$ cat config.mk
export PLATFORM = sky130hd
export DESIGN_NAME = imm_extend_unit
export DESIGN_NICKNAME = d
export VERILOG_FILES = /design/src/rtl/imm_extend_unit.sv
export SDC_FILE = /design/constraint.sdc
export NUM_CORES = 1
export LEC_CHECK = 0
export ABC_AREA = 1
export CORE_ASPECT_RATIO = 2
export CORE_MARGIN = 4
export CORE_UTILIZATION = 46
export CTS_CLUSTER_DIAMETER = 50
export DETAILED_ROUTE_END_ITERATION = 8
export GPL_TIMING_DRIVEN = 0
export PLACE_DENSITY = 0.86
export SYNTH_ARGS = -nofsm -noshare
export SYNTH_HDL_FRONTEND = slang
export SYNTH_SLANG_ARGS = --single-unit
$ cat constraint.sdc
create_clock -name clock -period 1.4 [get_ports clock]
set_input_delay 0.21 -clock clock [delete_from_list [all_inputs] [get_ports clock]]
set_output_delay 0.21 -clock clock [all_outputs]
set_load 0.1 [all_outputs]
$ cat src/rtl/imm_extend_unit.sv
// imm_extend_unit: immediate extension (sign/zero/upper/branch) behind a 2-entry valid/ready buffer.
// Define IMM_EXT_STATS_EN to build the saturating negative-result counter (neg_count, stats_clear).
module imm_extend_unit #(
  parameter int IN_W  = 17,
  parameter int OUT_W = 32
) (
  input  logic             clock,
  input  logic             reset_n,
  input  logic             in_valid,
  output logic             in_ready,
  input  logic [IN_W-1:0]  immediate,
  input  logic [1:0]       mode,
  output logic             out_valid,
  input  logic             out_ready,
  output logic [OUT_W-1:0] extended_imm,
  input  logic             stats_clear,
  output logic [15:0]      neg_count
);
  logic [1:0]       count;
  logic [OUT_W-1:0] tail, sext, res;
  logic             push, pop;
  assign sext      = {{(OUT_W-IN_W){immediate[IN_W-1]}}, immediate};
  assign out_valid = count != 2'd0;
  assign in_ready  = count != 2'd2;
  assign push      = in_valid && in_ready;
  assign pop       = out_valid && out_ready;
  always_comb
    res = mode == 2'd0 ? sext :
          mode == 2'd1 ? {{(OUT_W-IN_W){1'b0}}, immediate} :
          mode == 2'd2 ? {immediate, {(OUT_W-IN_W){1'b0}}} :
                         sext << 2;
  // extended_imm is the head register; it keeps the last popped value while empty
  always_ff @(posedge clock or negedge reset_n)
    if (!reset_n) begin
      count        <= 2'd0;
      extended_imm <= '0;
      tail         <= '0;
    end else begin
      count <= count + 2'(push) - 2'(pop);
      if (push && (count == 2'd0 || (count == 2'd1 && pop)))
        extended_imm <= res;
      else if (pop && count == 2'd2)
        extended_imm <= tail;
      if (push && count == 2'd1 && !pop)
        tail <= res;
    end
`ifdef IMM_EXT_STATS_EN
  always_ff @(posedge clock or negedge reset_n)
    if (!reset_n)
      neg_count <= '0;
    else if (stats_clear)
      neg_count <= '0;
    else if (pop && extended_imm[OUT_W-1] && neg_count != 16'hFFFF)
      neg_count <= neg_count + 16'd1;
`else
  logic unused_stats_clear;
  assign unused_stats_clear = stats_clear;
  assign neg_count          = '0;
`endif
endmodule
Word-level counts from Yosys, hierarchy flattened --
Index checks and enable logic that the tools add are counted.
Cells by class: add/sub/neg operators 2, equal/unequal tests 5, mux-type cells 5, reductions and logical operators 13
Operator list (number):
- 32-bit two-way mux | 4
- 31-bit two-way mux | 1
- 1-bit logical AND | 7
- 2-bit by 1-bit == test with 1-bit output (second input constant) | 2
- 2-bit == test (second input constant) | 2
- 2-bit logical NOT | 2
- 2-bit nonzero test | 2
- 2-bit by 1-bit adder with 2-bit output | 1
- 2-bit inequality test (second input constant) | 1
- 2-bit by 1-bit subtractor with 2-bit output | 1
- 1-bit logical NOT | 1
- 1-bit logical OR | 1
Word-level totals: register bits after elaboration 66, input port bits 24, logic and storage cells 28

Logic depth before layout (Yosys ltp) --
word-level depth 6, depth in mapped cells 9, depth with buffers taken out 8

Worst setup path before layout --
No wires, ideal clock.
path kind flip-flop to flip-flop, start reg count[0], end reg count[1], setup time 0.133 ns, data arrival time 1.962 ns, required time 1.267 ns, path slack -0.694 ns, stages on the path, launching flop included 8, clock period less this slack 2.094 ns, path through dfrtp_1 inv_1 nand2_1 nand3_1 nand2_1 ha_1 xnor2_1 xor2_1
Between the ends: elaborated cells on any way between the ends 6, those cells by class 2 x add/sub; 1 x eq/ne; 3 x reduce/logical
RTL lines:
- start, declared | line 19 | logic [1:0] count;
- start signal, assigned | line 39 | count <= count + 2'(push) - 2'(pop);
- 2-bit nonzero test | line 23 | assign out_valid = count != 2'd0;
- net out_valid | line 13 | output logic out_valid,
- 1-bit logical AND | line 26 | assign pop = out_valid && out_ready;
- 2-bit by 1-bit subtractor with 2-bit output | line 39
The timed path passes the listed nets, and every way through them passes these cells. A chain may end at the register's enable or synchronous reset.

Worst setup path in the final report --
start reg count[1], end out out_valid
Between the ends: word-level cells in the longest chain between the ends 1
RTL lines (line):
- 2-bit nonzero test | 23
- end, declared | 13
Every way passes these cells.

==> impl_metrics.toml <==
[run_status]
outcome = "finished with violations"
violations = "hold timing, setup timing"

[sta]
rsz0062_at_grt = "true"
setup_slack_ns = -0.000942
finalSetupViolations = 1
fin_hold_ws_ns = -0.0119
fin_skew_ns = 0.00472
hold_violations = 10
final_max_slew_viol_count = 0
max_clock_freq_mhz = 714
slew_headroom = 0.420
fin_crit_ns = 1.40
worst_pin_slew_ns = 0.869
period_share = 1.00

[global_route]
grt_pass1_vias = 3375
grt_overflow = 0
grt_use_total = 0.218
grt_max_degree = 40
grt_pass1_wl_um = 15700
antenna_found_initial = 0

[logic_synthesis]
syn_area_sq_um = 3490
avgSynthCellArea_sq_um = 8.00
synthCells = 436
synth_area_leader_cell = "dfrtp_1"
synth_cell_types = 30
synthTopCellsByArea = "dfrtp_1 47%, nand2_1 14%, nand3_1 12%"
yosysTopAreaCellShare = 0.474
ys_seq_area_frac = 0.474
ys_ff_latch = 66
ys_warn_count = 0

[critical_path]
path_cells = "inv_4 > buf_12 > nand2_8 > buf_6"
arrival_ns = 1.19
cp_slowest_cell = "dfrtp_2"
critPathLaunchType = "flop"
endpoint_kind = "output pin"
cp.required_ns = 1.19
crit_fanout = 3
reg2reg_slack_ns = 0.01
crit_type = "flop to output pin"
crit_buf_inv = 3
crit_family = "flip-flops"
max_stage_delay_ns = 0.40

[floorplan]
core_sq_um = 7320
dieHeight_um = 131
die_area_sq_um = 9120
pin_count = 74
num_rows = 44
die_w_um = 69.6
start_util = 0.476

[cts]
clkLatencyLatePin_ns = 0.34
cts_buffers = 9
clock-root-buffer = "clkbuf_16"
clk_pin_slew_ns = 0.05
cts_max_level = 3
cts_max_path_buffers = 2
cts_tree = "built"
cts.sinks = 66

[layout]
syn2layout_area_growth_pct = 32.7
drive_gt1_frac = 0.260
fill_cells = 634
n_antenna_cell = 0
nets = 555

[drt]
routed_wl_um = 9690
drt_first_pass_iters = 4
drt_iter0_drc = 235
drc = 0
routedWlPerCell_um = 15.5
vias = 3284
vias_per_cell = 5.25
final_antenna_net_count = 0

[place]
gp_congestion = 0.925
dp_hpwl_um = 7190
port_buffers = 55

[flow_run]
maxCapViolations = 0

[hold_path]
hp-class = "primary input to asynchronous set/reset pin"
==> timing repair <==
| item | in CTS | in global routing |
|---|---|---|
| setup endpoints to repair | 60 | 58 |
| hold buffers | 0 | 0 |
| setup buffers | 4 | 6 |
| gates resized for setup | 189 | 26 |
| cloned | 2 | 0 |
| pin swaps | 2 | 6 |
==> kinds of logic (layout without fill, tap and decap cells) <==
family          after synthesis  count (layout)  synth area share
simple gates                232             232             0.296
flops                        66              66             0.474
compound gates               55              55            0.0876
other cells                   1              16           0.00108
xor+xnor                      2               2           0.00503
buf+inv                      79             162             0.133
fa+ha+maj                     1               1           0.00359
==> final timing paths <==
check / start / cells past startpoint / end
max reg2reg: count[1] / 8 / count[1]
max in group asynchronous: reset_n / 2 / count[0]
max: count[1] / 4 / out_valid
min reg2reg: extended_imm[8] / 2 / extended_imm[8]
min in group clock: mode[0] / 4 / tail[15]
min: reset_n / 1 / extended_imm[11]
==> flip-flops by register name (all words and copies together), names as in the netlist <==
signal        count
tail             32
count             2
extended_imm     32
==> layout by cell type (no fill, tap or decap), types with 13 or more instances in the layout <==
master / netlist / layout
o21ai_0: 34 / 27
buf_6: 4 / 13
inv_1: 32 / 29
o21ai_1: 10 / 16
nand3_1: 83 / 82
dfrtp_1: 66 / 64
buf_4: 23 / 32
clkdlybuf4s50_1: 0 / 19
buf_2: 11 / 38
nand2_1: 130 / 126
conb_1: 1 / 16
==> layer usage <==
metal	GRT usage	up-vias	part of all wire
met4	0.170	0	0.067
met1	0.214	1508	0.34
met5	0	-	0
met3	0.0482	58	0.057
met2	0.386	159	0.53
li1	-	1559	-
==> cells in the mapped netlist <==
| cell | number |
|---|---|
| inv_1 | 32 |
| nand3_1 | 83 |
| a21oi_2 | 3 |
| a31oi_1 | 2 |
| ha_1 | 1 |
| dfrtp_1 | 66 |
| nand2_2 | 2 |
| a21oi_1 | 1 |
| conb_1 | 1 |
| inv_2 | 4 |
| buf_12 | 2 |
| xnor2_1 | 1 |
| o21ai_0 | 34 |
| nand2_4 | 2 |
| nand2_1 | 130 |
| xor2_1 | 1 |
| inv_4 | 1 |
| clkbuf_1 | 1 |
| nor2_4 | 1 |
| o21ai_1 | 10 |
| nand3_2 | 1 |
| buf_4 | 23 |
| o22ai_1 | 1 |
| nand2_8 | 1 |
| buf_2 | 11 |
| nor2_1 | 9 |
| or2_2 | 3 |
| clkbuf_2 | 1 |
| o21ai_2 | 4 |
| buf_6 | 4 |
==> worst reg2reg max path, stage by stage, from the launching register on <==
cell	delay, ns
dfrtp_2	0.43
buf_6	0.14
nand2_8	0.05
nand2_2	0.05
nand3_2	0.07
nand2_1	0.06
ha_2	0.18
xnor2_2	0.17
xor2_1	0.16
==> per-stage QoR <==
step | setup TNS, ns | area [sq um] | setup WS (ns) | cells | util
after floorplan | -0.0558 | 3590 | -0.0558 | 451 | -
after global placement | -151.24 | 4260 | -2.15 | 598 | 0.582
after detailed placement | -26.84 | 4270 | -0.559 | 599 | 0.584
after CTS | -0.0117 | 4520 | -0.00793 | 620 | 0.617
after global routing | -0.795 | 4630 | -0.0747 | 626 | 0.632
final | -0.000942 | 4630 | -0.000942 | 626 | 0.632
==> final cells by class <==
class                           count  area (sq um)  share of cell area
Clock inverter                      3          15.0             0.00325
Tap cell                           92           115              0.0249
Buffer                             42           365              0.0790
Sequential cell                    66          1650               0.358
Inverter                           37           149              0.0322
Clock buffer                       12           256              0.0555
Multi-Input combinational cell    306          1500               0.325
Timing Repair Buffer               68           569               0.123
Power is not shown: default switching activity piles up to over one toggle a cycle in this logic, so the estimate is an artifact.
